--- src/rtl/uart_tx_arbiter_if.sv ---
// Requester bus plus the uart_tx launch/busy handshake shared by the arbiter.
// master: the environment (byte producers and uart_tx); slave: the arbiter.
interface uart_tx_arbiter_if #(
    parameter int NUM_REQ = 4
);
    logic [NUM_REQ-1:0]   req_valid;
    logic [8*NUM_REQ-1:0] req_data;
    logic [NUM_REQ-1:0]   req_ready;
    logic [7:0]           tx_p_data;
    logic                 tx_data_valid;
    logic                 tx_busy;

    modport master (
        output req_valid, req_data, tx_busy,
        input  req_ready, tx_p_data, tx_data_valid
    );

    modport slave (
        input  req_valid, req_data, tx_busy,
        output req_ready, tx_p_data, tx_data_valid
    );
endinterface

--- src/rtl/uart_tx_arbiter.sv ---
// Round-robin arbiter sharing one uart_tx between NUM_REQ byte producers.
// Accepts one byte, pulses DATA_VALID once, then tracks Busy for the whole
// frame so launches never overlap. Optional macro UART_ARB_STATS_EN adds a
// 16-bit frames_sent counter of completed frames.
module uart_tx_arbiter #(
    parameter int NUM_REQ      = 4,
    parameter int BUSY_TIMEOUT = 15
) (
    input  logic                clk,
    input  logic                rst_n,
    uart_tx_arbiter_if.slave    bus,
    output logic [2:0]          grant_id,
    output logic                timeout_err
`ifdef UART_ARB_STATS_EN
    ,
    output logic [15:0]         frames_sent
`endif
);
    typedef enum logic [1:0] {IDLE, ISSUE, WAIT_BUSY, WAIT_DONE} state_t;

    localparam int         CW    = $clog2(BUSY_TIMEOUT + 1);
    localparam logic [3:0] NREQ  = 4'(NUM_REQ);
    localparam logic [2:0] LAST  = 3'(NUM_REQ - 1);

    state_t               state, state_nxt;
    logic [CW-1:0]        cnt, cnt_nxt;
    logic [2:0]           rr_ptr;
    logic [NUM_REQ-1:0]   rot;
    logic [2:0]           off, win;
    logic [3:0]           sum;
    logic                 found, grant, set_err;
    logic [7:0]           win_data;
    logic [NUM_REQ-1:0]   ready;
    logic                 dv;

    // Rotate valids so bit 0 is rr_ptr, take the first set bit, map back.
    always_comb begin
        rot   = NUM_REQ'({bus.req_valid, bus.req_valid} >> rr_ptr);
        found = 1'b0;
        off   = '0;
        for (int i = 0; i < NUM_REQ; i++) begin
            if (!found && rot[i]) begin
                found = 1'b1;
                off   = 3'(i);
            end
        end
        sum = {1'b0, rr_ptr} + {1'b0, off};
        win = (sum >= NREQ) ? 3'(sum - NREQ) : sum[2:0];
    end

    // Byte of the winning requester, muxed with constant slices.
    always_comb begin
        win_data = 8'h00;
        for (int i = 0; i < NUM_REQ; i++) begin
            if (3'(i) == win) win_data = bus.req_data[8*i +: 8];
        end
    end

    // Grants only happen from IDLE while uart_tx is free.
    assign grant = (state == IDLE) && !bus.tx_busy && found;

    // Next-state, timeout counter and handshake outputs.
    always_comb begin
        state_nxt = state;
        cnt_nxt   = cnt;
        ready     = '0;
        dv        = 1'b0;
        set_err   = 1'b0;
        case (state)
            IDLE: begin
                if (grant) begin
                    ready     = NUM_REQ'(1) << win;
                    state_nxt = ISSUE;
                end
            end
            ISSUE: begin
                dv        = 1'b1;
                cnt_nxt   = CW'(BUSY_TIMEOUT);
                state_nxt = WAIT_BUSY;
            end
            WAIT_BUSY: begin
                if (bus.tx_busy) begin
                    state_nxt = WAIT_DONE;
                end else if (cnt <= CW'(1)) begin
                    // Last decrement reaches zero: give up on this launch.
                    cnt_nxt   = '0;
                    set_err   = 1'b1;
                    state_nxt = IDLE;
                end else begin
                    cnt_nxt = cnt - CW'(1);
                end
            end
            WAIT_DONE: begin
                if (!bus.tx_busy) state_nxt = IDLE;
            end
            default: state_nxt = IDLE;
        endcase
    end

    assign bus.req_ready     = ready;
    assign bus.tx_data_valid = dv;

    // State, counter, round-robin pointer and latched launch data.
    always_ff @(posedge clk or negedge rst_n) begin
        if (!rst_n) begin
            state         <= IDLE;
            cnt           <= '0;
            rr_ptr        <= '0;
            bus.tx_p_data <= 8'h00;
            grant_id      <= '0;
            timeout_err   <= 1'b0;
        end else begin
            state <= state_nxt;
            cnt   <= cnt_nxt;
            if (grant) begin
                bus.tx_p_data <= win_data;
                grant_id      <= win;
                rr_ptr        <= (win == LAST) ? 3'd0 : win + 3'd1;
            end
            if (set_err) timeout_err <= 1'b1;
        end
    end

`ifdef UART_ARB_STATS_EN
    // Count frames that ran to completion (WAIT_DONE -> IDLE).
    always_ff @(posedge clk or negedge rst_n) begin
        if (!rst_n) begin
            frames_sent <= 16'h0000;
        end else if (state == WAIT_DONE && !bus.tx_busy) begin
            frames_sent <= frames_sent + 16'd1;
        end
    end
`endif
endmodule

--- src/flat_wrapper.sv ---
// flat-port wrapper written by rule: the top's interface ports become plain ports
module uart_tx_arbiter_flat 
#(
    parameter int NUM_REQ      = 4,
    parameter int BUSY_TIMEOUT = 15
)
  (clk, rst_n, grant_id, timeout_err, bus_req_valid, bus_req_data, bus_tx_busy, bus_req_ready, bus_tx_p_data, bus_tx_data_valid);
  uart_tx_arbiter_if #(.NUM_REQ(NUM_REQ)) bus_i ();
  input  logic clk;
  input  logic rst_n;
  output logic [2:0] grant_id;
  output logic timeout_err;
  input wire logic [$bits(bus_i.req_valid)-1:0] bus_req_valid;
  input wire logic [$bits(bus_i.req_data)-1:0] bus_req_data;
  input wire logic [$bits(bus_i.tx_busy)-1:0] bus_tx_busy;
  output wire logic [$bits(bus_i.req_ready)-1:0] bus_req_ready;
  output wire logic [$bits(bus_i.tx_p_data)-1:0] bus_tx_p_data;
  output wire logic [$bits(bus_i.tx_data_valid)-1:0] bus_tx_data_valid;
  assign bus_i.req_valid = bus_req_valid;
  assign bus_i.req_data = bus_req_data;
  assign bus_i.tx_busy = bus_tx_busy;
  assign bus_req_ready = bus_i.req_ready;
  assign bus_tx_p_data = bus_i.tx_p_data;
  assign bus_tx_data_valid = bus_i.tx_data_valid;
  uart_tx_arbiter #(.NUM_REQ(NUM_REQ), .BUSY_TIMEOUT(BUSY_TIMEOUT)) u_core (.clk(clk), .rst_n(rst_n), .bus(bus_i), .grant_id(grant_id), .timeout_err(timeout_err));
endmodule
--- config.mk ---
export PLATFORM = sky130hd
export DESIGN_NAME = uart_tx_arbiter_flat
export DESIGN_NICKNAME = d
export VERILOG_FILES = /design/src/rtl/uart_tx_arbiter_if.sv /design/src/rtl/uart_tx_arbiter.sv /design/src/flat_wrapper.sv
export SDC_FILE = /design/constraint.sdc
export NUM_CORES = 1
export LEC_CHECK = 0
export ABC_AREA = 1
export BUFFER_PORTS_ARGS = -buffer_cell sky130_fd_sc_hd__buf_2
export CAP_MARGIN = 20
export CORE_ASPECT_RATIO = 1.4
export CORE_MARGIN = 2
export CORE_UTILIZATION = 45
export CTS_CLUSTER_SIZE = 24
export DETAILED_ROUTE_END_ITERATION = 16
export PLACE_DENSITY = 0.83
export SETUP_SLACK_MARGIN = 0.02
export SLEW_MARGIN = 20
export SYNTH_ARGS = -nofsm -noshare
export SYNTH_HDL_FRONTEND = slang
export SYNTH_SLANG_ARGS = --single-unit
--- constraint.sdc ---
create_clock -name clk -period 3.6 [get_ports clk]
set_input_delay 0.18 -clock clk [delete_from_list [all_inputs] [get_ports clk]]
set_output_delay 0.18 -clock clk [all_outputs]
set_load 0.01 [all_outputs]
==> impl_metrics.json <==
{
  "status": "complete, no violations",
  "slew-limit-headroom": 0.674,
  "synth_seq_cells": 21,
  "initial_core_util": 0.470,
  "grt_max_degree": 22,
  "drive_gt1_frac": 0.333,
  "syn_area_per_cell_um2": 7.28,
  "synth_top_area_frac": 0.331,
  "cp-end-kind": "primary output",
  "syn_nets": 266,
  "rsz0062_at_grt": "true",
  "vias": 1664,
  "grt_antenna_before_repair": 0,
  "yosysTopAreaCell": "dfrtp_1",
  "drv_slew": 0,
  "fin_nets": 319,
  "grt.met1_usage": 0.237,
  "cts_root_buf": "clkbuf_8",
  "wire_per_inst_um": 12.5,
  "met2_usage": 0.383,
  "diodes": 0,
  "synthesis.area_um2": 1590,
  "crit_fanout": 9,
  "grt_pass1_vias": 1583,
  "hp-class": "input port to flip-flop",
  "clk_latency_ns": 0.27,
  "cp.required_ns": 3.42,
  "syn_to_final_growth_pct": 20.5,
  "top_usage_layer": "met2",
  "io_pins": 56,
  "die_x_um": 54.2,
  "drt_drc_violations_left": 0,
  "cp-start-kind": "flip-flop",
  "synth_edf_count": 0,
  "ys.flop_type": "dfrtp_1",
  "arrival_ns": 3.23,
  "yosys_warnings": 0,
  "h-tree-depth": 1,
  "post-route-period-util": 0.948,
  "grt_util_all_layers": 0.209,
  "fmax_mhz": 293,
  "gp_congestion": 0.867,
  "numCtsBuffers": 3,
  "dp_hpwl_mm": 3.04,
  "finalCriticalPeriod_ns": 3.41,
  "fin_tns_setup_ns": 0,
  "overflow": 0,
  "power_density_nw_per_um2": 1070,
  "core-area_um2": 3380,
  "finalPower_mw": 2.05,
  "syn_inst": 218,
  "die_area_um2": 4020,
  "setup-violations-final": 0,
  "finalHoldViolCount": 0,
  "drv_cap": 0,
  "fp-row-count": 25,
  "peakVddDrop_mv": 0.768,
  "worstSetupPathType": "flip-flop to primary output",
  "gr-usage-met3": 0.0181,
  "first_pass_iters": 4,
  "viasPerCell": 5.37,
  "synth_area_leaders": "dfrtp_1 33%, nand3_1 11%, nand2_1 8.5%, ha_1 6.3%, a21oi_1 5.7%",
  "path_clk_slew_ns": 0.08,
  "cts_tree": "done",
  "worstMarginPinSlew_ns": 0.488,
  "fillCellCount": 330,
  "numPortBuffers": 55,
  "synthArstFlopShare": 1.00,
  "post-cts-setup-buffers": 0,
  "fin_hold_ws_ns": 0.178,
  "antenna_left": 0,
  "synth_sequential_area_ratio": 0.331,
  "finalClockSkew_ns": 0.00205,
  "die_y_um": 74.3,
  "routed_wirelength_mm": 3.87,
  "drt_iter0_markers": 58,
  "grt_pass1_wl_mm": 6.24,
  "cts_num_sinks": 21,
  "ys_types": 29,
  "p_leak_nw": 1.03,
  "clk_path_buf_depth": 2
}
path summary, 6_finish.rpt:
path,startpoint,to,slack (ns),depth (start not counted)
max in group asynchronous,rst_n,u_core.grant_id[0]$_DFFE_PN0P_,2.89,2
hold / removal,bus_tx_busy,u_core.state[0]$_DFFE_PN0P_,0.18,3
setup / recovery,u_core.rr_ptr[1]$_DFFE_PN0P_,bus_req_ready[1],0.19,13
min in group asynchronous,rst_n,u_core.state[1]$_DFFE_PN0P_,0.39,2
setup reg to reg,u_core.rr_ptr[1]$_DFFE_PN0P_,u_core.bus.tx_p_data[0]$_DFFE_PN0P_,0.38,15
hold reg to reg,u_core.timeout_err$_DFFE_PN0P_,u_core.timeout_err$_DFFE_PN0P_,0.46,1
layer usage:
| layer | vias to the layer above | share of wire |
|---|---|---|
| li1 | 827 | - |
| met1 | 769 | 0.41 |
| met5 | - | 0 |
| met3 | 11 | 0.040 |
| met2 | 57 | 0.53 |
| met4 | 0 | 0.026 |
layout by cell type, fill, tap and decap left out, drive strengths merged, types with 8 or more instances in the layout:
cell | netlist | routed
dfrtp | 21 | 21
nand4 | 9 | 9
buf | 7 | 56
inv | 25 | 25
ha | 8 | 8
nor2 | 22 | 22
a21oi | 18 | 18
nand2 | 45 | 45
or2 | 9 | 9
nand3 | 34 | 34
metrics by stage:
step | instances | util | worst slack (ns) | instance area (µm²)
floorplan | 218 | - | 0.728 | 1590
global placement | 305 | 0.547 | 0.464 | 1850
detailed placement | 305 | 0.547 | 0.387 | 1850
CTS | 310 | 0.564 | 0.0866 | 1910
global route | 310 | 0.566 | 0.00417 | 1910
finish | 310 | 0.566 | 0.187 | 1910
cells by family (layout without fill, tap and decap cells):
family,after synthesis,count (layout),synth area share
fa+ha+maj,9,9,0.0757
flops,21,21,0.331
simple gates,122,122,0.374
buf+inv,35,87,0.106
compound gates,31,31,0.114
where the power goes:
group | internal [mW] | leakage, nW | switching [mW]
sequential | 0.334 | 0.242 | 0.0823
clock | 0.0773 | 0.0255 | 0.0817
combinational | 0.547 | 0.758 | 0.926
total | 0.958 | 1.03 | 1.09
cell type report:
cell class,instances,area [µm²],share of cell area
Inverter,26,101,0.0530
Clock buffer,3,41.3,0.0216
Tap cell,40,50.0,0.0262
Multi-Input combinational cell,162,896,0.469
Clock inverter,1,5.00,0.00262
Timing Repair Buffer,57,293,0.153
Sequential cell,21,526,0.275
registers in the layout (all words and copies together), names as in the netlist:
| name | cells |
|---|---|
| u_core.bus.tx_p_data | 8 |
| u_core.cnt | 4 |
| u_core.grant_id | 3 |
| u_core.rr_ptr | 3 |
| u_core.state | 2 |
| u_core.timeout_err | 1 |
worst max-delay path: stages (launching register included):
cell        delay, ns
dfrtp_1          0.48
inv_2            0.12
nor2_2           0.13
nand2_1          0.08
nand2_2          0.10
nand3_1          0.08
a21boi_0         0.20
ha_1             0.20
inv_1            0.05
fa_1             0.57
ha_2             0.33
clkinvlp_4       0.23
nor3_4           0.23
buf_2            0.16
synthesized netlist by cell type, types with 3 or more instances:
| library cell | n |
|---|---|
| a21oi_1 | 18 |
| buf_2 | 4 |
| dfrtp_1 | 21 |
| ha_1 | 8 |
| inv_1 | 21 |
| inv_2 | 4 |
| nand2_1 | 36 |
| nand2_2 | 9 |
| nand3_1 | 34 |
| nand4_1 | 9 |
| nor2_1 | 20 |
| o21ai_0 | 3 |
| o21ai_2 | 3 |
| or2_2 | 9 |
timing repair:
item / 4_1_cts / 5_1_grt
hold buffers: 1 / 0
setup endpoints to repair: 0 / 1
resized for setup: 0 / 2
hold endpoints to repair: 21 / 0
Note: power is estimated with default switching activity, not from simulation.
